==> config.mk <==
export PLATFORM = sky130hd
export DESIGN_NAME = rsa_codec_flat
export DESIGN_NICKNAME = d
export VERILOG_FILES = /design/src/rtl/rsa_codec_pkg.sv /design/src/rtl/rsa_codec_if.sv /design/src/rtl/rsa_codec_mod_exp.sv /design/src/rtl/rsa_codec.sv /design/src/flat_wrapper.sv
export SDC_FILE = /design/constraint.sdc
export NUM_CORES = 1
export LEC_CHECK = 0
export ABC_AREA = 1
export CAP_MARGIN = 5
export CORE_ASPECT_RATIO = 1.2
export CORE_MARGIN = 1
export CORE_UTILIZATION = 50
export DETAILED_ROUTE_END_ITERATION = 7
export GPL_TIMING_DRIVEN = 0
export PLACE_DENSITY = 0.81
export SYNTH_ARGS = -nofsm -noshare
export SYNTH_HDL_FRONTEND = slang
export SYNTH_SLANG_ARGS = --single-unit
==> constraint.sdc <==
create_clock -name clk -period 3 [get_ports clk]
set_clock_uncertainty 0.1 [all_clocks]
set_input_delay 0.6 -clock clk [delete_from_list [all_inputs] [get_ports clk]]
set_output_delay 0.6 -clock clk [all_outputs]
set_load 0.01 [all_outputs]
==> src/rtl/rsa_codec_pkg.sv <==
// rsa_pkg: shared definitions for the RSA codec.
//   - default key material (K, LOGK, N, E, D, EXP_2K) for a 12-bit toy key
//   - mode encodings carried on the request channel
//   - codec FSM state encoding
package rsa_pkg;

    localparam int K_DEF      = 12;
    localparam int LOGK_DEF   = 4;
    localparam int N_DEF      = 3551;   // 53 * 67
    localparam int E_DEF      = 5;
    localparam int D_DEF      = 1373;   // E*D = 1 mod lcm-free phi(N) = 3432
    localparam int EXP_2K_DEF = 2292;   // (2^K)^2 mod N

    typedef enum logic [1:0] {
        MODE_ENC  = 2'b00,
        MODE_DEC  = 2'b01,
        MODE_CUST = 2'b10,
        MODE_RSV  = 2'b11
    } mode_e;

    typedef enum logic [2:0] {
        ST_IDLE  = 3'd0,
        ST_CHECK = 3'd1,
        ST_START = 3'd2,
        ST_WAIT  = 3'd3,
        ST_HOLD  = 3'd4
    } state_e;

endpackage

==> src/rtl/rsa_codec_if.sv <==
// rsa_codec_if: request/response stream bundle of the RSA codec.
//   request : in_valid, in_ready, mode, exp_in, data_in
//   response: out_valid, out_ready, data_out, err
// modport slave is the codec side, modport master the requester side.
interface rsa_codec_if #(
    parameter int K = 12
);
    logic         in_valid;
    logic         in_ready;
    logic [1:0]   mode;
    logic [K-1:0] exp_in;
    logic [K-1:0] data_in;
    logic         out_valid;
    logic         out_ready;
    logic [K-1:0] data_out;
    logic         err;

    modport slave (
        input  in_valid, mode, exp_in, data_in, out_ready,
        output in_ready, out_valid, data_out, err
    );

    modport master (
        output in_valid, mode, exp_in, data_in, out_ready,
        input  in_ready, out_valid, data_out, err
    );
endinterface

==> src/rtl/rsa_codec_mod_exp.sv <==
// mod_exp: Montgomery modular exponentiation z = y^x mod N (R = 2^K, N odd).
//   clk, rst_n : clock, async active-low reset
//   start      : one-cycle request, taken only when idle
//   x, y       : exponent, base (y < N)
//   z, done    : result and one-cycle completion strobe
// One bit-serial Montgomery step per cycle; exponent scanned MSB first over all K bits.
module mod_exp #(
    parameter int K      = 12,
    parameter int LOGK   = 4,
    parameter int N      = 3551,
    parameter int EXP_2K = 2292
) (
    input  logic         clk,
    input  logic         rst_n,
    input  logic         start,
    input  logic [K-1:0] x,
    input  logic [K-1:0] y,
    output logic [K-1:0] z,
    output logic         done
);
    typedef enum logic [2:0] {PH_IDLE, PH_CONV_Y, PH_CONV_1, PH_SQR, PH_MUL, PH_OUT} phase_e;

    localparam logic [K+1:0]  N_W   = N[K+1:0];
    localparam logic [K-1:0]  R2_K  = EXP_2K[K-1:0];
    localparam logic [LOGK:0] STEPS = K[LOGK:0];

    phase_e        phase_q, phase_d;
    logic [K+1:0]  t_q, t_d;        // partial product, always < 2N
    logic [K-1:0]  a_q, a_d;        // multiplier, consumed LSB first
    logic [K-1:0]  b_q, b_d;
    logic [K-1:0]  x_q, x_d;
    logic [K-1:0]  ym_q, ym_d;      // base in Montgomery form
    logic [K-1:0]  z_q, z_d;
    logic [LOGK:0] cnt_q, cnt_d;
    logic [LOGK-1:0] bit_q, bit_d;
    logic          done_q, done_d;
    logic [K+1:0]  sum_s;
    logic [K+1:0]  red_s;
    logic [K-1:0]  res_s;

    // Next state: a Montgomery step while cnt<K, otherwise dispatch the reduced product
    always_comb begin
        phase_d = phase_q;
        t_d     = t_q;
        a_d     = a_q;
        b_d     = b_q;
        x_d     = x_q;
        ym_d    = ym_q;
        z_d     = z_q;
        cnt_d   = cnt_q;
        bit_d   = bit_q;
        done_d  = 1'b0;
        sum_s   = t_q + (a_q[0] ? {2'b00, b_q} : {(K+2){1'b0}});
        sum_s   = sum_s + (sum_s[0] ? N_W : {(K+2){1'b0}});
        red_s   = (t_q >= N_W) ? (t_q - N_W) : t_q;
        res_s   = red_s[K-1:0];
        if (phase_q == PH_IDLE) begin
            if (start) begin
                x_d     = x;
                a_d     = y;
                b_d     = R2_K;
                t_d     = '0;
                cnt_d   = '0;
                phase_d = PH_CONV_Y;
            end else begin
                phase_d = PH_IDLE;
            end
        end else if (cnt_q != STEPS) begin
            t_d   = sum_s >> 1;
            a_d   = a_q >> 1;
            cnt_d = cnt_q + (LOGK+1)'(1);
        end else begin
            t_d   = '0;
            cnt_d = '0;
            case (phase_q)
                PH_CONV_Y: begin
                    ym_d    = res_s;
                    a_d     = K'(1);
                    b_d     = R2_K;
                    phase_d = PH_CONV_1;
                end
                PH_CONV_1: begin
                    // accumulator starts at R mod N (Montgomery one)
                    a_d     = res_s;
                    b_d     = res_s;
                    bit_d   = LOGK'(K-1);
                    phase_d = PH_SQR;
                end
                PH_SQR: begin
                    a_d = res_s;
                    if (x_q[bit_q]) begin
                        b_d     = ym_q;
                        phase_d = PH_MUL;
                    end else if (bit_q == '0) begin
                        b_d     = K'(1);
                        phase_d = PH_OUT;
                    end else begin
                        b_d     = res_s;
                        bit_d   = bit_q - LOGK'(1);
                        phase_d = PH_SQR;
                    end
                end
                PH_MUL: begin
                    a_d = res_s;
                    if (bit_q == '0) begin
                        b_d     = K'(1);
                        phase_d = PH_OUT;
                    end else begin
                        b_d     = res_s;
                        bit_d   = bit_q - LOGK'(1);
                        phase_d = PH_SQR;
                    end
                end
                PH_OUT: begin
                    z_d     = res_s;
                    done_d  = 1'b1;
                    phase_d = PH_IDLE;
                end
                default: phase_d = PH_IDLE;
            endcase
        end
    end

    // State registers
    always_ff @(posedge clk or negedge rst_n) begin
        if (!rst_n) begin
            phase_q <= PH_IDLE;
            t_q     <= '0;
            a_q     <= '0;
            b_q     <= '0;
            x_q     <= '0;
            ym_q    <= '0;
            z_q     <= '0;
            cnt_q   <= '0;
            bit_q   <= '0;
            done_q  <= 1'b0;
        end else begin
            phase_q <= phase_d;
            t_q     <= t_d;
            a_q     <= a_d;
            b_q     <= b_d;
            x_q     <= x_d;
            ym_q    <= ym_d;
            z_q     <= z_d;
            cnt_q   <= cnt_d;
            bit_q   <= bit_d;
            done_q  <= done_d;
        end
    end

    assign z    = z_q;
    assign done = done_q;
endmodule

==> src/rtl/rsa_codec.sv <==
// rsa_codec: RSA encrypt/decrypt engine around mod_exp.
//   clk, rst_n : clock, async active-low reset (shared with mod_exp)
//   bus        : rsa_codec_if.slave request/response stream
//   busy       : high outside IDLE
//   op_count   : successful operations, saturating
// Operands >= N or mode 11 are rejected without touching mod_exp; a core that
// does not answer within TIMEOUT cycles is aborted. Both report err=1, data_out=0.
module rsa_codec
    import rsa_pkg::*;
#(
    parameter int K       = K_DEF,
    parameter int LOGK    = LOGK_DEF,
    parameter int N       = N_DEF,
    parameter int E       = E_DEF,
    parameter int D       = D_DEF,
    parameter int EXP_2K  = EXP_2K_DEF,
    parameter int TIMEOUT = 4*K*K+64,
    parameter int CNT_W   = 16
) (
    input  logic             clk,
    input  logic             rst_n,
    rsa_codec_if.slave       bus,
    output logic             busy,
    output logic [CNT_W-1:0] op_count
);
    localparam int           TW       = $clog2(TIMEOUT);
    localparam logic [K-1:0] N_K      = N[K-1:0];
    localparam logic [K-1:0] E_K      = E[K-1:0];
    localparam logic [K-1:0] D_K      = D[K-1:0];
    localparam logic [TW-1:0] TMO_LAST = TW'(TIMEOUT-1);

    state_e           state_q, state_d;
    mode_e            mode_q, mode_d;
    logic [K-1:0]     data_q, data_d;
    logic [K-1:0]     exp_q, exp_d;
    logic             start_q, start_d;
    logic [TW-1:0]    tmo_q, tmo_d;
    logic [K-1:0]     dout_q, dout_d;
    logic             err_q, err_d;
    logic             ovalid_q, ovalid_d;
    logic             iready_q, iready_d;
    logic             busy_q, busy_d;
    logic [CNT_W-1:0] cnt_q, cnt_d;
    logic [K-1:0]     exp_sel_s;
    logic [TW-1:0]    tmo_nxt_s;
    logic [K-1:0]     z_s;
    logic             done_s;

    mod_exp #(.K(K), .LOGK(LOGK), .N(N), .EXP_2K(EXP_2K)) u_mod_exp (
        .clk   (clk),
        .rst_n (rst_n),
        .start (start_q),
        .x     (exp_q),
        .y     (data_q),
        .z     (z_s),
        .done  (done_s)
    );

    // Exponent select by request mode
    always_comb begin
        exp_sel_s = '0;
        case (mode_e'(bus.mode))
            MODE_ENC:  exp_sel_s = E_K;
            MODE_DEC:  exp_sel_s = D_K;
            MODE_CUST: exp_sel_s = bus.exp_in;
            default:   exp_sel_s = '0;
        endcase
    end

    // FSM next state and datapath updates
    always_comb begin
        state_d   = state_q;
        mode_d    = mode_q;
        data_d    = data_q;
        exp_d     = exp_q;
        start_d   = 1'b0;
        tmo_d     = tmo_q;
        dout_d    = dout_q;
        err_d     = err_q;
        ovalid_d  = ovalid_q;
        cnt_d     = cnt_q;
        tmo_nxt_s = tmo_q + TW'(1);
        case (state_q)
            ST_IDLE: begin
                if (bus.in_valid && iready_q) begin
                    data_d  = bus.data_in;
                    exp_d   = exp_sel_s;
                    mode_d  = mode_e'(bus.mode);
                    state_d = ST_CHECK;
                end else begin
                    state_d = ST_IDLE;
                end
            end
            ST_CHECK: begin
                if (data_q >= N_K || mode_q == MODE_RSV) begin
                    dout_d   = '0;
                    err_d    = 1'b1;
                    ovalid_d = 1'b1;
                    state_d  = ST_HOLD;
                end else begin
                    start_d  = 1'b1;   // registered: high exactly while in START
                    state_d  = ST_START;
                end
            end
            ST_START: begin
                tmo_d   = '0;
                state_d = ST_WAIT;
            end
            ST_WAIT: begin
                // done has priority over an expiring timeout
                if (done_s) begin
                    dout_d   = z_s;
                    err_d    = 1'b0;
                    ovalid_d = 1'b1;
                    state_d  = ST_HOLD;
                end else if (tmo_nxt_s == TMO_LAST) begin
                    dout_d   = '0;
                    err_d    = 1'b1;
                    ovalid_d = 1'b1;
                    state_d  = ST_HOLD;
                end else begin
                    tmo_d    = tmo_nxt_s;
                end
            end
            ST_HOLD: begin
                if (bus.out_ready) begin
                    ovalid_d = 1'b0;
                    state_d  = ST_IDLE;
                    if (!err_q && cnt_q != {CNT_W{1'b1}}) begin
                        cnt_d = cnt_q + CNT_W'(1);
                    end else begin
                        cnt_d = cnt_q;
                    end
                end else begin
                    state_d = ST_HOLD;
                end
            end
            default: state_d = ST_IDLE;
        endcase
        iready_d = (state_d == ST_IDLE);
        busy_d   = (state_d != ST_IDLE);
    end

    // State and output registers
    always_ff @(posedge clk or negedge rst_n) begin
        if (!rst_n) begin
            state_q  <= ST_IDLE;
            mode_q   <= MODE_ENC;
            data_q   <= '0;
            exp_q    <= '0;
            start_q  <= 1'b0;
            tmo_q    <= '0;
            dout_q   <= '0;
            err_q    <= 1'b0;
            ovalid_q <= 1'b0;
            iready_q <= 1'b1;
            busy_q   <= 1'b0;
            cnt_q    <= '0;
        end else begin
            state_q  <= state_d;
            mode_q   <= mode_d;
            data_q   <= data_d;
            exp_q    <= exp_d;
            start_q  <= start_d;
            tmo_q    <= tmo_d;
            dout_q   <= dout_d;
            err_q    <= err_d;
            ovalid_q <= ovalid_d;
            iready_q <= iready_d;
            busy_q   <= busy_d;
            cnt_q    <= cnt_d;
        end
    end

    assign bus.in_ready  = iready_q;
    assign bus.out_valid = ovalid_q;
    assign bus.data_out  = dout_q;
    assign bus.err       = err_q;
    assign busy          = busy_q;
    assign op_count      = cnt_q;
endmodule

==> src/flat_wrapper.sv <==
// flat-port wrapper written by rule: the top's interface ports become plain ports
module rsa_codec_flat import rsa_pkg::*;
#(
    parameter int K       = K_DEF,
    parameter int LOGK    = LOGK_DEF,
    parameter int N       = N_DEF,
    parameter int E       = E_DEF,
    parameter int D       = D_DEF,
    parameter int EXP_2K  = EXP_2K_DEF,
    parameter int TIMEOUT = 4*K*K+64,
    parameter int CNT_W   = 16
)
  (clk, rst_n, busy, op_count, bus_in_valid, bus_mode, bus_exp_in, bus_data_in, bus_out_ready, bus_in_ready, bus_out_valid, bus_data_out, bus_err);
  rsa_codec_if #(.K(K)) bus_i ();
  input  logic clk;
  input  logic rst_n;
  output logic busy;
  output logic [CNT_W-1:0] op_count;
  input wire logic [$bits(bus_i.in_valid)-1:0] bus_in_valid;
  input wire logic [$bits(bus_i.mode)-1:0] bus_mode;
  input wire logic [$bits(bus_i.exp_in)-1:0] bus_exp_in;
  input wire logic [$bits(bus_i.data_in)-1:0] bus_data_in;
  input wire logic [$bits(bus_i.out_ready)-1:0] bus_out_ready;
  output wire logic [$bits(bus_i.in_ready)-1:0] bus_in_ready;
  output wire logic [$bits(bus_i.out_valid)-1:0] bus_out_valid;
  output wire logic [$bits(bus_i.data_out)-1:0] bus_data_out;
  output wire logic [$bits(bus_i.err)-1:0] bus_err;
  assign bus_i.in_valid = bus_in_valid;
  assign bus_i.mode = bus_mode;
  assign bus_i.exp_in = bus_exp_in;
  assign bus_i.data_in = bus_data_in;
  assign bus_i.out_ready = bus_out_ready;
  assign bus_in_ready = bus_i.in_ready;
  assign bus_out_valid = bus_i.out_valid;
  assign bus_data_out = bus_i.data_out;
  assign bus_err = bus_i.err;
  rsa_codec #(.K(K), .LOGK(LOGK), .N(N), .E(E), .D(D), .EXP_2K(EXP_2K), .TIMEOUT(TIMEOUT), .CNT_W(CNT_W)) u_core (.clk(clk), .rst_n(rst_n), .bus(bus_i), .busy(busy), .op_count(op_count));
endmodule
Word-level counts from Yosys, hierarchy flattened

Index checks and enable logic that the tools add are counted.

Register bits after elaboration: 159
Input port bits: 30
Output and inout bits: 32

Add/sub/neg operators: 7
Order comparisons: 3
Eq/ne operators: 23
Mux-type cells: 56
Bitwise operators: 2
Reduce and logical (&&, ||, !) cells: 28

Operator list:

| cell                                                                     | count |
|---|---|
| 12-bit 2-to-1 mux                                                        | 14 |
| 12-bit one-hot mux with 2 select lines                                   | 2 |
| 12-bit one-hot mux with 4 select lines                                   | 1 |
| 12-bit one-hot mux with 3 select lines                                   | 1 |
| 14-bit by 12-bit adder with 14-bit output                                | 2 |
| 14-bit 2-to-1 mux                                                        | 2 |
| 3-bit 2-to-1 mux                                                         | 8 |
| 10-bit 2-to-1 mux                                                        | 2 |
| 10-bit one-hot mux with 2 select lines                                   | 1 |
| 3-bit AND reduction                                                      | 6 |
| 16-bit by 1-bit adder with 16-bit output (second input constant)         | 1 |
| 16-bit != test (second input constant)                                   | 1 |
| 5-bit 2-to-1 mux                                                         | 3 |
| 3-bit one-hot mux with 5 select lines                                    | 1 |
| 14-bit by 12-bit >= comparator with 1-bit output (second input constant) | 1 |
| 1-bit 2-to-1 mux                                                         | 13 |
| 13-bit 2-to-1 mux                                                        | 1 |
| 3-bit by 2-bit equality test with 1-bit output (second input constant)   | 4 |
| 12-bit >= comparator (second input constant)                             | 1 |
| 3-bit one-hot mux with 4 select lines                                    | 1 |
| 4-bit one-hot mux with 3 select lines                                    | 1 |
| 12-bit subtractor (second input constant)                                | 1 |
| 10-bit by 1-bit adder with 10-bit output (second input constant)         | 1 |
| 10-bit equality test (second input constant)                             | 1 |
| other kinds (29)                                                         | 49 |

Logic depth before layout (Yosys ltp)

Gate-level depths: netlist of run 1.

Depth in word-level cells: 7
Mapped depth: 23
Gate-level depth less buffers: 22

Cells and area by module

A second synthesis of run 1 with hierarchy kept.

Cells, all modules: 1182
Area total of the unflattened synthesis: 9039.9 µm²

Modules (own cells, without submodules):

| module    | times used | cells an instance | area an instance (µm²) | sequential area each (µm²) |
|---|---|---|---|---|
| mod_exp   | 1          | 742               | 5524.0                 | 2152.1 |
| rsa_codec | 1          | 440               | 3515.9                 | 1803.0 |

Least setup slack after synthesis of run 1

No wires, ideal clock.

Path kind: reg-to-reg
Start: register u_core.u_mod_exp.a_q[0]
End: register u_core.u_mod_exp.t_q[12]
Data arrival time: 2.938 ns
Required time: 2.782 ns
Slack: -0.156 ns
Cell stages (with the launch flop): 20
Path buffers: 1
Path through: dfrtp_1 > clkbuf_1 > nand2_1 > inv_1 > ha_1 > inv_1 > fa_1 > o21ai_1 > xor2_1 > ha_1 > a21oi_1 > nand3_1 > nand4_1 > nand2_1 > nand2_1 > nand2_1 > nand2_1 > nand3_1 > nand3_1 > nand2_1

Word-level cells in the longest chain between the ends: 6

RTL lines:

| item                                          | line                     | source |
|---|---|---|
| start: declaration                            | rsa_codec_mod_exp.sv:29  | `logic [K-1:0] a_q, a_d;` |
| start signal: assignment                      | rsa_codec_mod_exp.sv:129 | `a_q <= '0;` |
| start signal: assignment                      | rsa_codec_mod_exp.sv:140 | `a_q <= a_d;` |
| 12-bit 2-to-1 mux (*)                         | rsa_codec_mod_exp.sv:53  | `sum_s = t_q + (a_q[0] ? {2'b00, b_q} : {(K+2){1'b0}});` |
| 14-bit by 12-bit adder with 14-bit output (*) | rsa_codec_mod_exp.sv:53  |  |
| 12-bit 2-to-1 mux                             | rsa_codec_mod_exp.sv:54  | `sum_s = sum_s + (sum_s[0] ? N_W : {(K+2){1'b0}});` |
| 14-bit by 12-bit adder with 14-bit output (*) | rsa_codec_mod_exp.sv:54  |  |
| 13-bit 2-to-1 mux (*)                         | rsa_codec_mod_exp.sv:68  | `end else if (cnt_q != STEPS) begin` |
| 14-bit 2-to-1 mux (*)                         | rsa_codec_mod_exp.sv:57  | `if (phase_q == PH_IDLE) begin` |
| end signal: assignment                        | rsa_codec_mod_exp.sv:139 | `t_q <= t_d;` |
| end: declaration                              | rsa_codec_mod_exp.sv:28  | `logic [K+1:0] t_q, t_d;` |

Every way passes the cells marked *; elsewhere a longest branch is shown, timed or not.
A chain may end at the register's enable or synchronous reset.

Worst setup path after layout of run 1

Start: register u_core.u_mod_exp.a_q[0]
End: register u_core.u_mod_exp.t_q[10]

The elaborated chain is that of the path after synthesis.

==> impl_metrics.yaml, run 1 <==
global_route:
  grt_pass1_wl_mm: 35.76
  antenna_found_initial: 0
  grt_max_degree: 82
  grt_pass1_vias: 7775
  grtUsageTotal_pct: 25.23
  grt_overflow: 0
layout:
  antennaDiodeCount: 0
  fin_nets: 1277
  regArea_sq_um: 3955
  final_cells: 1446
  drive_gt1_share_pct: 12.85
  fin_util_pct: 63.11
  multi_input_area_sq_um: 4222
  final.fill_count: 1349
  area_growth_pct: 23.40
clocking:
  cts.sinks: 158
  cts_tree: "done"
  clkTransAtPathRegs_ns: 0.07
  clk_path_buf_depth: 2
  cts_hold_buf: 0
  clk_latency_ns: 0.43
  cts_inserted_buffers: 17
  cts.htree.levels: 4
  root_buffer: "clkbuf_16"
yosys:
  ys_top_cells_by_count: "nand2_1 (336), dfrtp_1 (157), inv_1 (139)"
  synthCells: 1106
  ys_seq_area_share_pct: 45.89
  syn_nets: 1166
  synth_cell_types: 42
  yosys.area.top_type: "dfrtp_1"
  synth_flop_cell: "dfrtp_1"
  synth_edf_count: 0
  synth_area_leaders: "dfrtp_1 (46%), nand2_1 (15%), inv_1 (6.1%)"
  syn_avg_cell_area_sq_um: 7.792
  async_flop_share_pct: 100.0
  synthesis.area_sq_um: 8618
  synth.most_common_cell: "nand2_1"
  ys.warnings.count: 0
  netlist.area_leader.share_pct: 45.59
  ys_ff_latch: 158
place:
  placedCellCount: 1384
  hpwl_mm: 14.91
  place.gp.congestion: 0.9129
  io_buffer_count: 61
critical_path:
  path_cells: "buf_8, nand2_2, inv_2, ha_4, inv_2, fa_2, o21ai_4, xor2_1, ha_1, a21oi_2, nand2_1, nand4_1, nand2_1, nand2_1, nand2_1, nand2_2, nand2_1, nand2_2, nand3_2, nand2_1"
  path_common_cell: "nand2_1"
  cp_slowest_cell: "dfrtp_1"
  cp-start-kind: "flop"
  crit_fanout: 6
  critPathArrivalTime_ns: 3.31
  critical_path_class: "reg2reg"
  crit_required_ns: 3.27
  endpoint_kind: "flop"
  cpPeakStageDelay_ns: 0.40
power_and_ir_drop:
  switching_share_pct: 44.21
  power_uw: 12570
  max-vdd-ir-drop_uv: 1018
  combPwrFrac_pct: 54.6
  power_per_cell_area_nw_per_um2: 1182
  switchingPower_uw: 5557
  p_int_uw: 7012
  leakage_uw: 0.005269
  clockPowerShare_pct: 18.4
  p_seq_share_pct: 27.0
die:
  die_height_um: 145.8
  core_area_sq_um: 16850
  die_width_um: 121.9
  initial_core_util_pct: 51.14
  pin_count: 62
  die-area_sq_um: 17770
  row_count: 52
routing:
  drc_errors: 0
  detail_route.wl_per_cell_um: 14.89
  antenna_left: 0
  totalWireLength_mm: 21.53
  dr.pass1.iters: 5
  drtIter0Drc: 506
  vias: 7750
  vias_per_cell: 5.360
sta:
  timing.final.crit_share_pct: 101.2
  min_period_ns: 3.035
  setup_viol: 6
  fin_setup_tns_ns: -0.1072
  slew_viol_final: 0
  tightest_slew_ns: 0.7258
  hold_viol: 0
  final.setup.worst_slack_ns: -0.03506
  fmax_mhz: 329.5
  relSlewSlack_pct: 51.61
  rsz0062_at_grt: "yes"
  hold_slack_ns: 0.07484
flow_run:
  drv_cap: 0
run_status:
  violations: "negative setup slack"
  status: "complete, but fails checks"
hold_path:
  hp-class: "in2async"
==> area by class of cell <==
type | count | area share (%)
plain buffers | 24 | 1.271
repair buffers | 92 | 8.200
flip-flops and latches | 158 | 37.19
clock inverters | 15 | 1.847
inverters | 149 | 5.259
multi-input cells | 775 | 39.69
clock buffers | 17 | 4.000
well taps | 216 | 2.541
==> per-layer routing <==
layer	vias to the layer above	part of all wire (%)	track usage, %
met5	-	0	0
met4	0	3.4	12.72
met3	63	4.4	4.545
met2	228	51	42.91
met1	3688	41	30.21
li1	3771	-	-
==> worst max-delay path, delay by kind of cell, from the launching register on <==
family          cells  cell delay, ns
buf+inv             3            0.26
compound gates      2            0.42
xor+xnor            1            0.18
fa+ha+maj           3            0.81
simple gates       11            0.83
flops               1            0.40
==> cells by family after synthesis <==
group / count (synthesis) / share of synthesized area, %
AOI/OAI and AO/OA: 164 / 10.73
DFF: 158 / 45.89
muxes: 5 / 0.6533
buffers and inverters: 173 / 7.927
and+or+nand+nor: 529 / 25.49
adders and majority gates: 30 / 4.443
xor gates and xnor gates: 47 / 4.864
==> worst paths after layout <==
path,slack [ns],end,cells past startpoint,startpoint
setup / recovery,-0.04,u_core.u_mod_exp.t_q[10]$_DFFE_PN0P_,20,u_core.u_mod_exp.a_q[0]$_DFFE_PN0P_
max in group asynchronous,1.89,u_core.u_mod_exp.cnt_q[3]$_DFFE_PN0P_,2,rst_n
hold / removal,0.07,u_core.tmo_q[7]$_DFFE_PN0P_,1,rst_n
min in group clk,0.37,u_core.bus.data_out[2]$_DFFE_PN0P_,2,u_core.bus.data_out[2]$_DFFE_PN0P_
hold reg to reg,0.37,u_core.bus.data_out[2]$_DFFE_PN0P_,2,u_core.bus.data_out[2]$_DFFE_PN0P_
setup reg to reg,-0.04,u_core.u_mod_exp.t_q[10]$_DFFE_PN0P_,20,u_core.u_mod_exp.a_q[0]$_DFFE_PN0P_
==> state kept, by name, summed over array words and instances (netlist names), 2 cells and up <==
register and cells:
u_core.op_count 16, u_core.u_mod_exp.t_q 13, u_core.bus.data_out 12, u_core.data_q 12, u_core.exp_q 12, u_core.u_mod_exp.a_q 12
u_core.u_mod_exp.b_q 12, u_core.u_mod_exp.x_q 12, u_core.u_mod_exp.ym_q 12, u_core.u_mod_exp.z 12, u_core.tmo_q 10, u_core.u_mod_exp.cnt_q 5
u_core.u_mod_exp.bit_q 4, u_core.state_q 3, u_core.u_mod_exp.phase_q 3, u_core.mode_q 2
==> power by group through the flow <==
| stage | sequential (uW) | combinational, uW | clock (uW) |
|---|---|---|---|
| finish | 3400 | 6860 | 2310 |
| global route | 3470 | 7630 | 2410 |
| detailed placement | 3380 | 5440 | 0 |
| CTS | 3370 | 6140 | 2330 |
| global placement | 3370 | 5260 | 0 |
| floorplan | 3260 | 4180 | 0 |
==> cell usage in the layout (no fill, tap or decap), drive strengths merged, types with 6 or more instances in the layout <==
cell,n
ha,29
nor3,13
a221oi,11
clkbuf,29
clkdlybuf4s50,60
dfrtp,157
nand2,342
nand3,68
a31oi,9
a21oi,34
a22oi,8
xnor2,15
nand4,14
o22ai,6
buf,44
xor2,32
inv,156
nor2,87
o21ai,90
==> what timing repair did <==
| action | in CTS | in global routing |
|---|---|---|
| gates cloned | 0 | 0 |
| endpoints found under the setup margin | 9 | 8 |
| pin swaps | 20 | 30 |
| setup buffers | 17 | 13 |
| resized for setup | 32 | 37 |
==> stage by stage <==
stage	worst slack (ns)	cell area, sq um
CTS	-0.06903	10420
detailed placement	-0.4908	9539
finish	-0.03506	10640
global placement	-5.099	9510
floorplan	0.01414	8630
global route	-0.1997	10640
Note: power is estimated with default switching activity, not from simulation.
==> inputs of run 2 (changes only) <==
--- a/config.mk
+++ b/config.mk
@@ -7,3 +7,2 @@
 export LEC_CHECK = 0
-export ABC_AREA = 1
 export CAP_MARGIN = 5
@@ -13,2 +12,3 @@
 export DETAILED_ROUTE_END_ITERATION = 7
+export GPL_ROUTABILITY_DRIVEN = 0
 export GPL_TIMING_DRIVEN = 0
==> constraint.sdc (replaced) <==
create_clock -name clk -period 3 [get_ports clk]
set_clock_uncertainty 0.1 [all_clocks]
set_input_delay 0.9 -clock clk [delete_from_list [all_inputs] [get_ports clk]]
set_output_delay 0.9 -clock clk [all_outputs]
set_load 0.01 [all_outputs]
==> run 2 against run 1 <==
Against the previous run: the flow still finishes with violations (negative setup slack); non-clock buffer count decreased by 6; maximum frequency decreased by 23%; routed wire length decreased by 8.7%; hold slack improved by 0.29 ns; synthesized area decreased by 3.0%; critical endpoint is now u_core.u_mod_exp.t_q[11]$_DFFE_PN0P_; via count decreased by 11%; setup slack got worse by 0.89 ns; synthesized cell count decreased by 21%; clock power decreased by 2%; combinational power decreased by 15%; die area decreased by 3.0%; final cell count decreased by 18%; largest cell class unchanged.
==> impl_metrics.yaml, run 2 <==
yosys:
  synth_area_leaders: "dfrtp_1 (47%), nand2_1 (6.3%), ha_1 (4.3%)"
  ys_top_cells_by_count: "dfrtp_1 (157), nand2_1 (141), nor2_1 (77)"
  synth.most_common_cell: "dfrtp_1"
  ys_seq_area_share_pct: 47.33
  async_flop_share_pct: 100.0
  yosys.area.top_type: "dfrtp_1"
  synth_cell_types: 74
  syn_nets: 929
  synthesis.area_sq_um: 8357
  synth_flop_cell: "dfrtp_1"
  ys_ff_latch: 158
  syn_avg_cell_area_sq_um: 9.617
  synth_edf_count: 0
  ys.warnings.count: 0
  netlist.area_leader.share_pct: 47.01
  synthCells: 869
layout:
  fin_util_pct: 62.12
  drive_gt1_share_pct: 10.96
  largest_reg_flops: 16
  fin_area_sq_um: 10110
  antennaDiodeCount: 0
  mostFrequentLayoutCells: "dfrtp_1 (156), nand2_1 (141), nor2_1 (77), clkdlybuf4s50_1 (60), o21ai_0 (58)"
  final.fill_count: 1307
  area_growth_pct: 20.96
  fin_nets: 1023
  layout.cells.most_common: "dfrtp_1"
clocking:
  cts_inserted_buffers: 17
  cts_hold_buf: 0
  clkTransAtPathRegs_ns: 0.06
  cts.htree.levels: 4
  clk_latency_ns: 0.42
  root_buffer: "clkbuf_16"
  clk_path_buf_depth: 2
  cts_tree: "done"
  cts.sinks: 158
die:
  core_area_sq_um: 16270
  row_count: 51
  die_width_um: 120.0
  die-area_sq_um: 17240
  initial_core_util_pct: 51.36
  pin_count: 62
  die_height_um: 143.6
power_and_ir_drop:
  power_uw: 11590
  power_per_cell_area_nw_per_um2: 1147
  max-vdd-ir-drop_uv: 1214
  leakage_uw: 0.004529
sta:
  fmax_mhz: 254.7
  timing.final.crit_share_pct: 130.9
  hold_viol: 0
  min_period_ns: 3.926
  final.setup.worst_slack_ns: -0.9259
  hold_slack_ns: 0.3691
  fin_setup_tns_ns: -5.377
  setup_viol: 8
  relSlewSlack_pct: 43.81
  rsz0062_at_grt: "yes"
  slew_viol_final: 0
  tightest_slew_ns: 0.8340
routing:
  vias: 6870
  drc_errors: 0
  antenna_left: 0
  dr.pass1.iters: 5
  totalWireLength_mm: 19.65
  drtIter0Drc: 472
  vias_per_cell: 5.783
  detail_route.wl_per_cell_um: 16.54
critical_path:
  crit_required_ns: 3.21
  rrSetupSlack_ns: -0.93
  path_common_cell: "xnor2_1"
  critPathArrivalTime_ns: 4.14
  reg2reg_depth: 19
  cp-start-kind: "flop"
  cp_slowest_cell: "dfrtp_1"
  crit-reg2reg-launch: "u_core.u_mod_exp.a_q[0]$_DFFE_PN0P_"
  path_cells: "and2_4, ha_4, inv_2, fa_2, nor2b_1, o21a_1, o21ai_2, nand2b_1, a21oi_2, xnor2_1, ha_1, nor4bb_4, a311oi_2, nand3_2, buf_4, a211o_1, a41oi_2, xnor2_1, a22o_1"
  crit_path_start: "u_core.u_mod_exp.a_q[0]$_DFFE_PN0P_"
  cpPeakStageDelay_ns: 0.41
  crit_fanout: 5
  critical_path_class: "reg2reg"
  endpoint_kind: "flop"
run_status:
  violations: "negative setup slack"
  status: "complete, but fails checks"
global_route:
  grt_pass1_vias: 6581
  grt_overflow: 0
  grtUsageTotal_pct: 23.83
  grt_max_degree: 93
  grt_pass1_wl_mm: 32.39
  antenna_found_initial: 0
place:
  io_buffer_count: 61
  hpwl_mm: 14.01
  dpl_cell_area_sq_um: 9340
flow_run:
  drv_cap: 0
hold_path:
  hp-class: "in2async"
==> run 2: critical path, delay by kind of cell, from the launching register on <==
family / cells / cell delay [ns]
AO/OA/AOI/OAI: 7 / 1.22
XOR/XNOR: 2 / 0.24
adder cells (fa/ha/maj): 3 / 0.84
buffers and inverters: 2 / 0.22
flip-flops: 1 / 0.41
AND/OR/NAND/NOR: 5 / 0.78
==> run 2: cell type report <==
class | instances | area, sq um | share of cell area, %
multi-input combinational | 657 | 4299 | 42.53
sequential | 158 | 3956 | 39.14
timing repair buffer | 75 | 737.0 | 7.291
clock buffer | 21 | 470.5 | 4.654
tap | 212 | 265.3 | 2.624
buffer | 35 | 156.4 | 1.547
clock inverter | 11 | 152.6 | 1.510
inverter | 19 | 71.32 | 0.7055
==> run 2: layer usage <==
layer / wire, um / global-route usage, % / up-vias
met2: 10080 / 41.23 / 160
met4: 401 / 8.355 / 0
met5: 0 / 0 / -
met3: 797 / 3.810 / 34
met1: 8371 / 30.20 / 3395
li1: - / - / 3281
==> run 2: power breakdown <==
part	switching [uW]	internal [uW]	leakage, uW
clock network	889	1390	0.000297
registers	619	2880	0.00206
logic	3200	2630	0.00218
==> run 2: what timing repair did <==
| action | 4_1_cts | 5_1_grt |
|---|---|---|
| endpoints found under the hold margin | 0 | 0 |
| endpoints found under the setup margin | 7 | 13 |
| buffers inserted | 8 | 5 |
| gates resized for setup | 8 | 7 |
| pin swaps | 10 | 12 |
==> run 2: stage by stage <==
step	cells	setup WS, ns
after CTS	1183	-0.7547
after floorplan	869	-0.5053
after global routing	1188	-1.066
final	1188	-0.9259
after global placement	1142	-5.357
after detailed placement	1143	-0.9407
==> run 2: final timing paths <==
kind,to
min in group clk,u_core.exp_q[11]$_DFFE_PN0P_
setup reg to reg,u_core.u_mod_exp.t_q[11]$_DFFE_PN0P_
hold reg to reg,u_core.exp_q[11]$_DFFE_PN0P_
setup / recovery,u_core.u_mod_exp.t_q[11]$_DFFE_PN0P_
hold / removal,u_core.bus.data_out[5]$_DFFE_PN0P_
max in group asynchronous,u_core.bus.in_ready$_DFF_PN1_
==> run 2: kinds of logic (layout without fill, tap and decap cells) <==
| logic type | Yosys count | after routing | share of synthesized area (%) |
|---|---|---|---|
| DFF | 158 | 158 | 47.33 |
| and+or+nand+nor | 330 | 330 | 18.67 |
| AOI/OAI and AO/OA | 217 | 217 | 17.44 |
| muxes | 24 | 24 | 3.504 |
| adders and majority gates | 30 | 30 | 4.582 |
| xor gates and xnor gates | 56 | 56 | 5.869 |
| buffers and inverters | 54 | 161 | 2.605 |
==> inputs of run 3 (changes only) <==
CORE_UTILIZATION = 53   (was 50)
PLACE_DENSITY = 0.85   (was 0.81)
==> run 3 against run 2 <==
Against the previous run: the flow still finishes with violations (negative setup slack); final area grew 0.12%; sequential cell count unchanged; non-clock buffer count shrank 5; via count grew 0.63%; sequential share of layout area shrank 0.061 points; global-route usage up 2.2 points; hold slack about the same; sequential power about the same; register-to-register slack gained 0.04 ns; total power rose by 2.2%; routed wire length up 4.8%; critical path type unchanged; largest cell class unchanged; highest routed layer unchanged.
==> impl_metrics.yaml, run 3 (synthesis gave the netlist of run 2 again) <==
sta:
  min_period_ns: 3.882
  slew_viol_final: 0
  fmax_mhz: 257.6
  final.setup.worst_slack_ns: -0.8824
  rsz0062_at_grt: "yes"
  hold_viol: 0
  setup_viol: 8
  timing.final.crit_share_pct: 129.4
  tightest_slew_ns: 0.8146
  relSlewSlack_pct: 45.19
place:
  io_buffer_count: 61
  dpl_cell_area_sq_um: 9330
  hpwl_mm: 14.19
hold_path:
  hp-class: "reg2reg"
  min_from: "u_core.exp_q[7]$_DFFE_PN0P_"
power_and_ir_drop:
  leakage_uw: 0.004522
  max-vdd-ir-drop_uv: 1598
  power_per_cell_area_nw_per_um2: 1170
clocking:
  cts.sinks: 158
  clk_latency_ns: 0.42
  clkTransAtPathRegs_ns: 0.06
  cts_tree: "done"
  clk_path_buf_depth: 2
  root_buffer: "clkbuf_16"
  cts_inserted_buffers: 17
  cts_hold_buf: 0
  cts.htree.levels: 4
routing:
  antenna_left: 0
  dr.pass1.iters: 5
  totalWireLength_mm: 20.58
  vias_per_cell: 5.883
  drtIter0Drc: 516
  vias: 6913
  drc_errors: 0
  detail_route.wl_per_cell_um: 17.52
global_route:
  grtUsageTotal_pct: 26.00
  grt_pass1_vias: 6706
  grt_pass1_wl_mm: 32.96
  grt_max_degree: 91
  grt_overflow: 0
  antenna_found_initial: 0
flow_run:
  drv_cap: 0
die:
  initial_core_util_pct: 54.96
  die-area_sq_um: 16280
  row_count: 49
  die_width_um: 116.6
  core_area_sq_um: 15200
  die_height_um: 139.6
  pin_count: 62
critical_path:
  crit-reg2reg-launch: "u_core.u_mod_exp.a_q[0]$_DFFE_PN0P_"
  endpoint_kind: "flop"
  cp-start-kind: "flop"
  critPathArrivalTime_ns: 4.07
  crit_fanout: 5
  crit_path_start: "u_core.u_mod_exp.a_q[0]$_DFFE_PN0P_"
  critical_path_class: "reg2reg"
  crit_required_ns: 3.19
layout:
  mostFrequentLayoutCells: "dfrtp_1 (157), nand2_1 (141), nor2_1 (77), clkdlybuf4s50_1 (60), o21ai_0 (57)"
  layout.cells.most_common: "dfrtp_1"
  antennaDiodeCount: 0
  final.fill_count: 1149
  fin_util_pct: 66.57
  area_growth_pct: 21.11
  fin_nets: 1018
  drive_gt1_share_pct: 11.12
  fin_area_sq_um: 10120
  largest_reg_flops: 16
run_status:
  status: "complete, but fails checks"
  violations: "negative setup slack"
run 3: critical path: stages (launching register included):
cell and delay [ns]:
dfrtp_1 0.44, and2_4 0.21, ha_4 0.15, inv_2 0.04, fa_2 0.34, nor2b_2 0.12
o21a_1 0.17, o21ai_2 0.08, nand2b_1 0.10, a21oi_2 0.06, xnor2_1 0.13, ha_1 0.35
nor4bb_4 0.18, a311oi_2 0.30, nand3_2 0.18, buf_6 0.17, a31o_4 0.22, a41oi_2 0.15
a21oi_2 0.05, xor2_1 0.15, o21ai_1 0.07
run 3: where the power goes:
part	internal, uW	switching, uW
combinational	2670	3400
clock	1410	834
sequential	2880	648
total	6960	4880
run 3: cell type report:
cell class	count	area [sq um]	area share, %
buffer	35	156.4	1.545
clock buffer	21	450.4	4.450
clock inverter	11	165.2	1.632
inverter	19	71.32	0.7047
multi-input combinational	657	4364	43.12
sequential	158	3955	39.08
tap	204	255.2	2.522
timing repair buffer	70	703.2	6.948
run 3: metrics by stage:
stage	std cells	setup TNS (ns)	hold slack (ns)	worst slack (ns)	power (uW)
after CTS	1173	-4.774	0.3692	-0.7782	11350
final	1175	-5.535	0.3695	-0.8824	11840
after detailed placement	1135	-5.473	0.3576	-0.9303	8771
after global routing	1175	-7.094	0.3928	-1.074	12580
after global placement	1134	-831.90	0.3507	-5.258	8552
after floorplan	869	-2.560	0.3331	-0.5053	7435
run 3: final timing paths:
| check | to | slack [ns] | cells after the start |
|---|---|---|---|
| worst max register to register | u_core.u_mod_exp.t_q[12]$_DFFE_PN0P_ | -0.88 | 20 |
| min in group asynchronous | u_core.u_mod_exp.z[2]$_DFFE_PN0P_ | 0.38 | 1 |
| worst min register to register | u_core.exp_q[7]$_DFFE_PN0P_ | 0.37 | 2 |
| max in group asynchronous | u_core.bus.in_ready$_DFF_PN1_ | 1.57 | 2 |
| worst max-delay path | u_core.u_mod_exp.t_q[12]$_DFFE_PN0P_ | -0.88 | 20 |
| worst min-delay path | u_core.exp_q[7]$_DFFE_PN0P_ | 0.37 | 2 |
run 3: per-layer routing:
| metal | part of all wire, % | global-route usage (%) |
|---|---|---|
| met4 | 2.6 | 9.793 |
| met5 | 0 | 0 |
| met3 | 5.0 | 5.139 |
| met2 | 51 | 43.76 |
| met1 | 41 | 32.77 |
run 3: timing repair:
action,in CTS,in global routing
buffers inserted,6,2
pin swaps,13,13
gates resized for setup,13,14
endpoints found under the setup margin,9,14
==> edit 1: new RTL, config.mk and constraints of run 2 <==
Put one more register stage on the output `op_count`, without a reset. The value now appears one clock later. The other outputs are not delayed to match.
--- a/src/rtl/rsa_codec.sv
+++ b/src/rtl/rsa_codec.sv
@@ -177,6 +177,8 @@
     assign bus.data_out  = dout_q;
     assign bus.err       = err_q;
     assign busy          = busy_q;
-    assign op_count      = cnt_q;
+    always_ff @(posedge clk) begin
+        op_count <= cnt_q;
+    end
 endmodule
 
Check against the original RTL: no difference found for any inputs over 10 cycles, from zero or initial values and one cycle with rst_n low; that may be too few to reach the edited logic, so the function may still have changed.
==> edit 1 against run 2 <==
- the run ends with design-rule violations, negative setup slack left
- synthesized cell count up 3.5%
- non-clock buffer count increased by 12
- sequential cell count is 16 higher
- cell area is 5.2% higher
- critical path depth down 3
- synthesized area is 5.0% higher
- total power up 0.79%
- die area rose by 5.0%
- setup slack better by 0.32 ns
- wire length is 6.3% higher
- maximum frequency up 9.0%
- critical endpoint is now u_core.u_mod_exp.t_q[12]
==> edit 1: results (changes against run 2) <==
routed vias/inst -> 5.87 (+1.6%)
port bufs -> 61 (unchanged)
Tightest Pin Transition -> 1.06 ns (+0.222 ns)
Max Clk Rate -> 278 MHz (+9.0%)
Num CTS Buffers -> 17 (unchanged)
sequential area share after synthesis -> 48.7% (+1.4 points)
antenna cell count -> 0 (unchanged)
placed cell area -> 9750 um2 (+4.4%)
top post-synthesis cells by count -> 157 x dfrtp_1, 134 x nand2_1, 68 x nor2_1, 62 x o21ai_0, 56 x a21oi_1
Avg WL per Cell -> 17.0 um (+2.9%)
failing checks -> design-rule violations, negative setup slack
outcome -> finished with violations
Hold Slack -> 0.332 ns (-0.0373 ns)
reg2reg start -> u_core.u_mod_exp.a_q[0]
post-placement cell count -> 1,177 (+3.0%)
Largest regs -> u_core.cnt_q: 16 flops, u_core.op_count: 16 flops, u_core.u_mod_exp.t_q: 13 flops
Total Routing Usage GR -> 24.2% (+0.37 points)
YS warnings -> 0 (unchanged)
Nets -> 1,058 (+3.4%)
# DRC -> 6 (+6)
WP data arrival -> 3.82 ns (-0.32 ns)
largest net degree at the start of global routing -> 97 (+4.3%)
clk_lat worst skew -> 0.44 ns (+0.02 ns)
top post-synthesis cells by area -> dfrtp_1 45%, nand2_1 5.7%, ha_1 4.1%, dfxtp_1 3.6%, o21ai_0 3.5%
Cell variety after synth -> 68 (-8.1%)
Worst Hold Depth -> 0
DRT Pass-1 Iters -> 8 (+3)
Final TNS setup -> -2.25 ns (+3.13 ns)
Hold/Removal Path Class -> reg2reg
Worst path slowest cell -> dfrtp_1
root buffer cell -> clkbuf_16
FILL cells -> 1,369 (+4.7%)
Peak VDD IR -> 1.10 mV (-9.1%)
Placement Setup Slack -> -0.825 ns (+0.115 ns)
H-tree levels -> 4 (unchanged)
R2R cell count -> 16 (-3)
Syn Nets -> 959 (+3.2%)
final setup fails -> 6 (-2)
Cells after Synth -> 899 (+3.5%)
via count -> 7,207 (+4.9%)
DRT iter0 DRCs -> 533 (+13%)
static leakage -> 4.69 nW (+3.5%)
FFs w/ async S/R, synth -> 90.8% (-9.2 points)
Worst R2R End -> u_core.u_mod_exp.t_q[12]
clock buffer depth -> 2 (unchanged)
first-pass GRT wire length -> 34,000 um (+4.9%)
initial antenna violation count -> 0 (unchanged)
NetSw -> 4.87 mW (+3.6%)
max incr delay on CP -> 0.40 ns
Hold Startpoint -> u_core.cnt_q[15]
crit-path max FO -> 4 (-1)
vias in the first global route -> 6,897 (+4.8%)
hold endpoint -> u_core.op_count[15]
DP Wirelength -> 14,900 um (+6.0%)
share of layout cells above drive strength 1 -> 13.0% (+2.0 points)
setup ws final -> -0.601 ns (+0.325 ns)
fin util -> 62.4% (+0.25 points)
[edit 1: cell count changes in the layout (fill, tap and decap cells not counted), sizes merged, moves of 8 or more]
cell   change
dfxtp     +16
a21oi      +8
nor2       -9
nand2      -8
mux2      +10
[edit 1: cell families after synthesis]
family                     Yosys count  synth area share [%]
AOI/OAI and AO/OA                  223                  16.8
adders and majority gates           30                  4.36
xor gates and xnor gates            53                  5.29
and+or+nand+nor                    326                  17.9
muxes                               29                  4.05
buffers and inverters               64                  2.91
DFF                                174                  48.7
[edit 1: timing repair]
action                                  4_1_cts  5_1_grt
pin swaps                                    17       23
endpoints found under the hold margin         0        0
gates resized for setup                      21       22
endpoints found under the setup margin       19       25
setup buffers                                13        6
[edit 1: worst max-delay path by stage]
stage          cells after the start                        to  slack (ns)                     from
4_1_cts                           14  u_core.u_mod_exp.t_q[12]       -0.59  u_core.u_mod_exp.a_q[0]
5_1_grt                           16  u_core.u_mod_exp.t_q[12]       -0.78  u_core.u_mod_exp.a_q[0]
6_report                          16  u_core.u_mod_exp.t_q[12]       -0.60  u_core.u_mod_exp.a_q[0]
2_1_floorplan                     14  u_core.u_mod_exp.t_q[12]       -0.45  u_core.u_mod_exp.a_q[0]
3_5_place_dp                      16  u_core.u_mod_exp.t_q[12]       -0.83  u_core.u_mod_exp.a_q[0]
3_3_place_gp                       1          u_core.data_q[0]       -5.40                    rst_n
[edit 1: area by class of cell]
| class | instances | share of cell area, % |
|---|---|---|
| Timing Repair Buffer | 80 | 7.28 |
| Clock buffer | 20 | 4.51 |
| Inverter | 22 | 0.777 |
| Tap cell | 216 | 2.54 |
| Buffer | 42 | 1.82 |
| Sequential cell | 174 | 40.2 |
| Multi-Input combinational cell | 661 | 41.8 |
| Clock inverter | 12 | 1.07 |
[edit 1: worst max-delay path: cells and delay by family (launching register included)]
family | cells | cell delay (ns)
and+or+nand+nor | 7 | 1.20
DFF | 1 | 0.40
xor gates and xnor gates | 1 | 0.15
buffers and inverters | 1 | 0.04
adders and majority gates | 3 | 0.86
AOI/OAI and AO/OA | 3 | 0.45
muxes | 1 | 0.29
[edit 1: per-layer routing]
| layer | share of wire [%] | vias to the layer above | GRT usage (%) | wire, um |
|---|---|---|---|---|
| met5 | 0 | - | 0 | 0 |
| met4 | 3.1 | 0 | 11.0 | 647 |
| met3 | 4.5 | 44 | 4.35 | 938 |
| met2 | 50 | 208 | 40.3 | 10400 |
| met1 | 43 | 3523 | 30.3 | 8900 |
| li1 | - | 3432 | - | - |
[edit 1: power by group through the flow]
stage                     clock network, mW  registers (mW)  logic, mW
after detailed placement                  0            3.60       5.10
after global routing                   2.31            3.66       6.50
after floorplan                           0            3.43       3.91
final                                  2.19            3.58       5.91
after global placement                    0            3.58       4.93
after CTS                              2.21            3.57       5.54
==> edit 2: new RTL, config.mk and constraints of run 2 <==
Without the edit above. `CNT_W` is set to 16 in 2 places; all go to 32.
--- a/src/rtl/rsa_codec.sv
+++ b/src/rtl/rsa_codec.sv
@@ -15,7 +15,7 @@
     parameter int D       = D_DEF,
     parameter int EXP_2K  = EXP_2K_DEF,
     parameter int TIMEOUT = 4*K*K+64,
-    parameter int CNT_W   = 16
+    parameter int CNT_W   = 32
 ) (
     input  logic             clk,
     input  logic             rst_n,
--- a/src/flat_wrapper.sv
+++ b/src/flat_wrapper.sv
@@ -8,7 +8,7 @@
     parameter int D       = D_DEF,
     parameter int EXP_2K  = EXP_2K_DEF,
     parameter int TIMEOUT = 4*K*K+64,
-    parameter int CNT_W   = 16
+    parameter int CNT_W   = 32
 )
   (clk, rst_n, busy, op_count, bus_in_valid, bus_mode, bus_exp_in, bus_data_in, bus_out_ready, bus_in_ready, bus_out_valid, bus_data_out, bus_err);
   rsa_codec_if #(.K(K)) bus_i ();
Ports: changed (resized op_count); port bits go from 62 to 78. No check against the original RTL was run, so the function may have changed too.
==> edit 2 against run 2 <==
- the flow finishes with violations (design-rule violations, negative setup slack)
- synthesized cell count is 7.9% higher
- non-clock buffer count rose by 12
- sequential cell count increased by 16
- count of clock-buffer cells in the layout unchanged
- synthesized area up 8.2%
- die area grew 8.1%
- total power grew 3.5%
- wire length increased by 9.9%
- global-route usage is 0.063 points higher
- setup slack improved by 0.051 ns
- cell area grew 8.6%
==> edit 2: results (changes against run 2) <==
DRT Pass-1 Iters -> 8 (+3)
top post-synthesis cells by count -> 173 x dfrtp_1, 140 x nand2_1, 86 x nor2_1, 61 x o21ai_0, 53 x a21oi_1
vias in the first global route -> 7,221 (+9.7%)
final setup fails -> 7 (-1)
outcome -> finished with violations
failing checks -> design-rule violations, negative setup slack
Total Routing Usage GR -> 23.9% (+0.063 points)
Post-Layout Cell Count -> 1,278 (+7.6%)
DP Wirelength -> 15,300 um (+9.0%)
DRT iter0 DRCs -> 723 (+53%)
Placement Setup Slack -> -0.928 ns (+0.0126 ns)
Cell variety after synth -> 63 (-15%)
static leakage -> 5.01 nW (+11%)
WP data arrival -> 4.07 ns (-0.07 ns)
top post-synthesis cells by area -> dfrtp_1 48%, nand2_1 5.8%, ha_1 4.0%, xnor2_1 3.8%, nor2_1 3.6%
Tightest Pin Transition -> 0.924 ns (+0.0900 ns)
Largest register FFs -> 32 (+16)
Peak VDD IR -> 1.44 mV (+19%)
crit-path max FO -> 10 (+5)
setup ws final -> -0.874 ns (+0.0514 ns)
first-pass GRT wire length -> 35,500 um (+9.6%)
post-placement cell count -> 1,236 (+8.1%)
Avg WL per Cell -> 16.9 um (+2.2%)
sequential area share after synthesis -> 48.2% (+0.83 points)
placed cell area -> 10,200 um2 (+9.2%)
via count -> 7,418 (+8.0%)
Syn Nets -> 998 (+7.4%)
Final TNS setup -> -5.10 ns (+0.275 ns)
Nets -> 1,105 (+8.0%)
largest net degree at the start of global routing -> 116 (+25%)
# DRC -> 10 (+10)
port bufs -> 77 (+26%)
syn_area_per_cell -> 9.64 um2 (+0.26%)
==> edit 2: what timing repair did <==
action,in CTS,in global routing
setup buffers,6,4
pin swaps,9,10
gates resized for setup,12,13
setup endpoints to repair,9,27
hold buffers,0,0
==> edit 2: worst paths after layout <==
path,from,to,slack [ns],depth (start not counted)
min reg2reg,u_core.exp_q[11],u_core.exp_q[11],0.37,2
max reg2reg,u_core.u_mod_exp.a_q[0],u_core.u_mod_exp.t_q[12],-0.87,19
min in group clk,u_core.exp_q[11],u_core.exp_q[11],0.37,2
min,rst_n,u_core.bus.data_out[11],0.31,1
max,u_core.u_mod_exp.a_q[0],u_core.u_mod_exp.t_q[12],-0.87,19
max in group asynchronous,rst_n,u_core.u_mod_exp.t_q[6],1.58,2
==> edit 2: kinds of logic (layout without fill, tap and decap cells) <==
group / count (synthesis) / after routing / share of synthesized area [%]
xor+xnor: 75 / 75 / 7.26
buf+inv: 60 / 180 / 2.66
flops: 174 / 174 / 48.2
compound gates: 216 / 216 / 15.8
simple gates: 360 / 360 / 18.6
mux: 23 / 23 / 3.31
fa+ha+maj: 30 / 30 / 4.23
==> edit 2: final cells by class <==
cell class / instances / area (um2)
sequential: 174 / 4360
inverter: 26 / 97.6
fill: 1370 / 6660
clock inverter: 11 / 154
multi-input combinational: 704 / 4610
tap: 220 / 275
buffer: 34 / 154
clock buffer: 21 / 450
timing repair buffer: 88 / 882
==> edit 2: metal layers <==
layer  track usage (%)  wire length [um]
met1              28.7              8980
met2              42.7             11200
met3              4.52               954
met4              8.83               472
met5                 0                 0
==> edit 2: report_power, final <==
| part | switching, mW | total, mW | internal [mW] |
|---|---|---|---|
| clock | 0.946 | 2.29 | 1.34 |
| combinational | 3.31 | 6.00 | 2.69 |
| sequential | 0.635 | 3.72 | 3.08 |
==> edit 2: worst max-delay path, stage by stage, from the launching register on <==
cell and delay [ns]:
dfrtp_1 0.41, clkbuf_8 0.17, and2_4 0.14, ha_4 0.23, nor2b_1 0.13, o21a_1 0.19
o21ai_2 0.16, nand2b_1 0.09, a21oi_2 0.14, xnor2_1 0.14, ha_1 0.30, nor4bb_4 0.18
a311oi_2 0.33, nand3_2 0.20, buf_6 0.16, a31o_4 0.22, a41oi_2 0.21, a21oi_2 0.05
xor2_1 0.13, o21ai_1 0.07
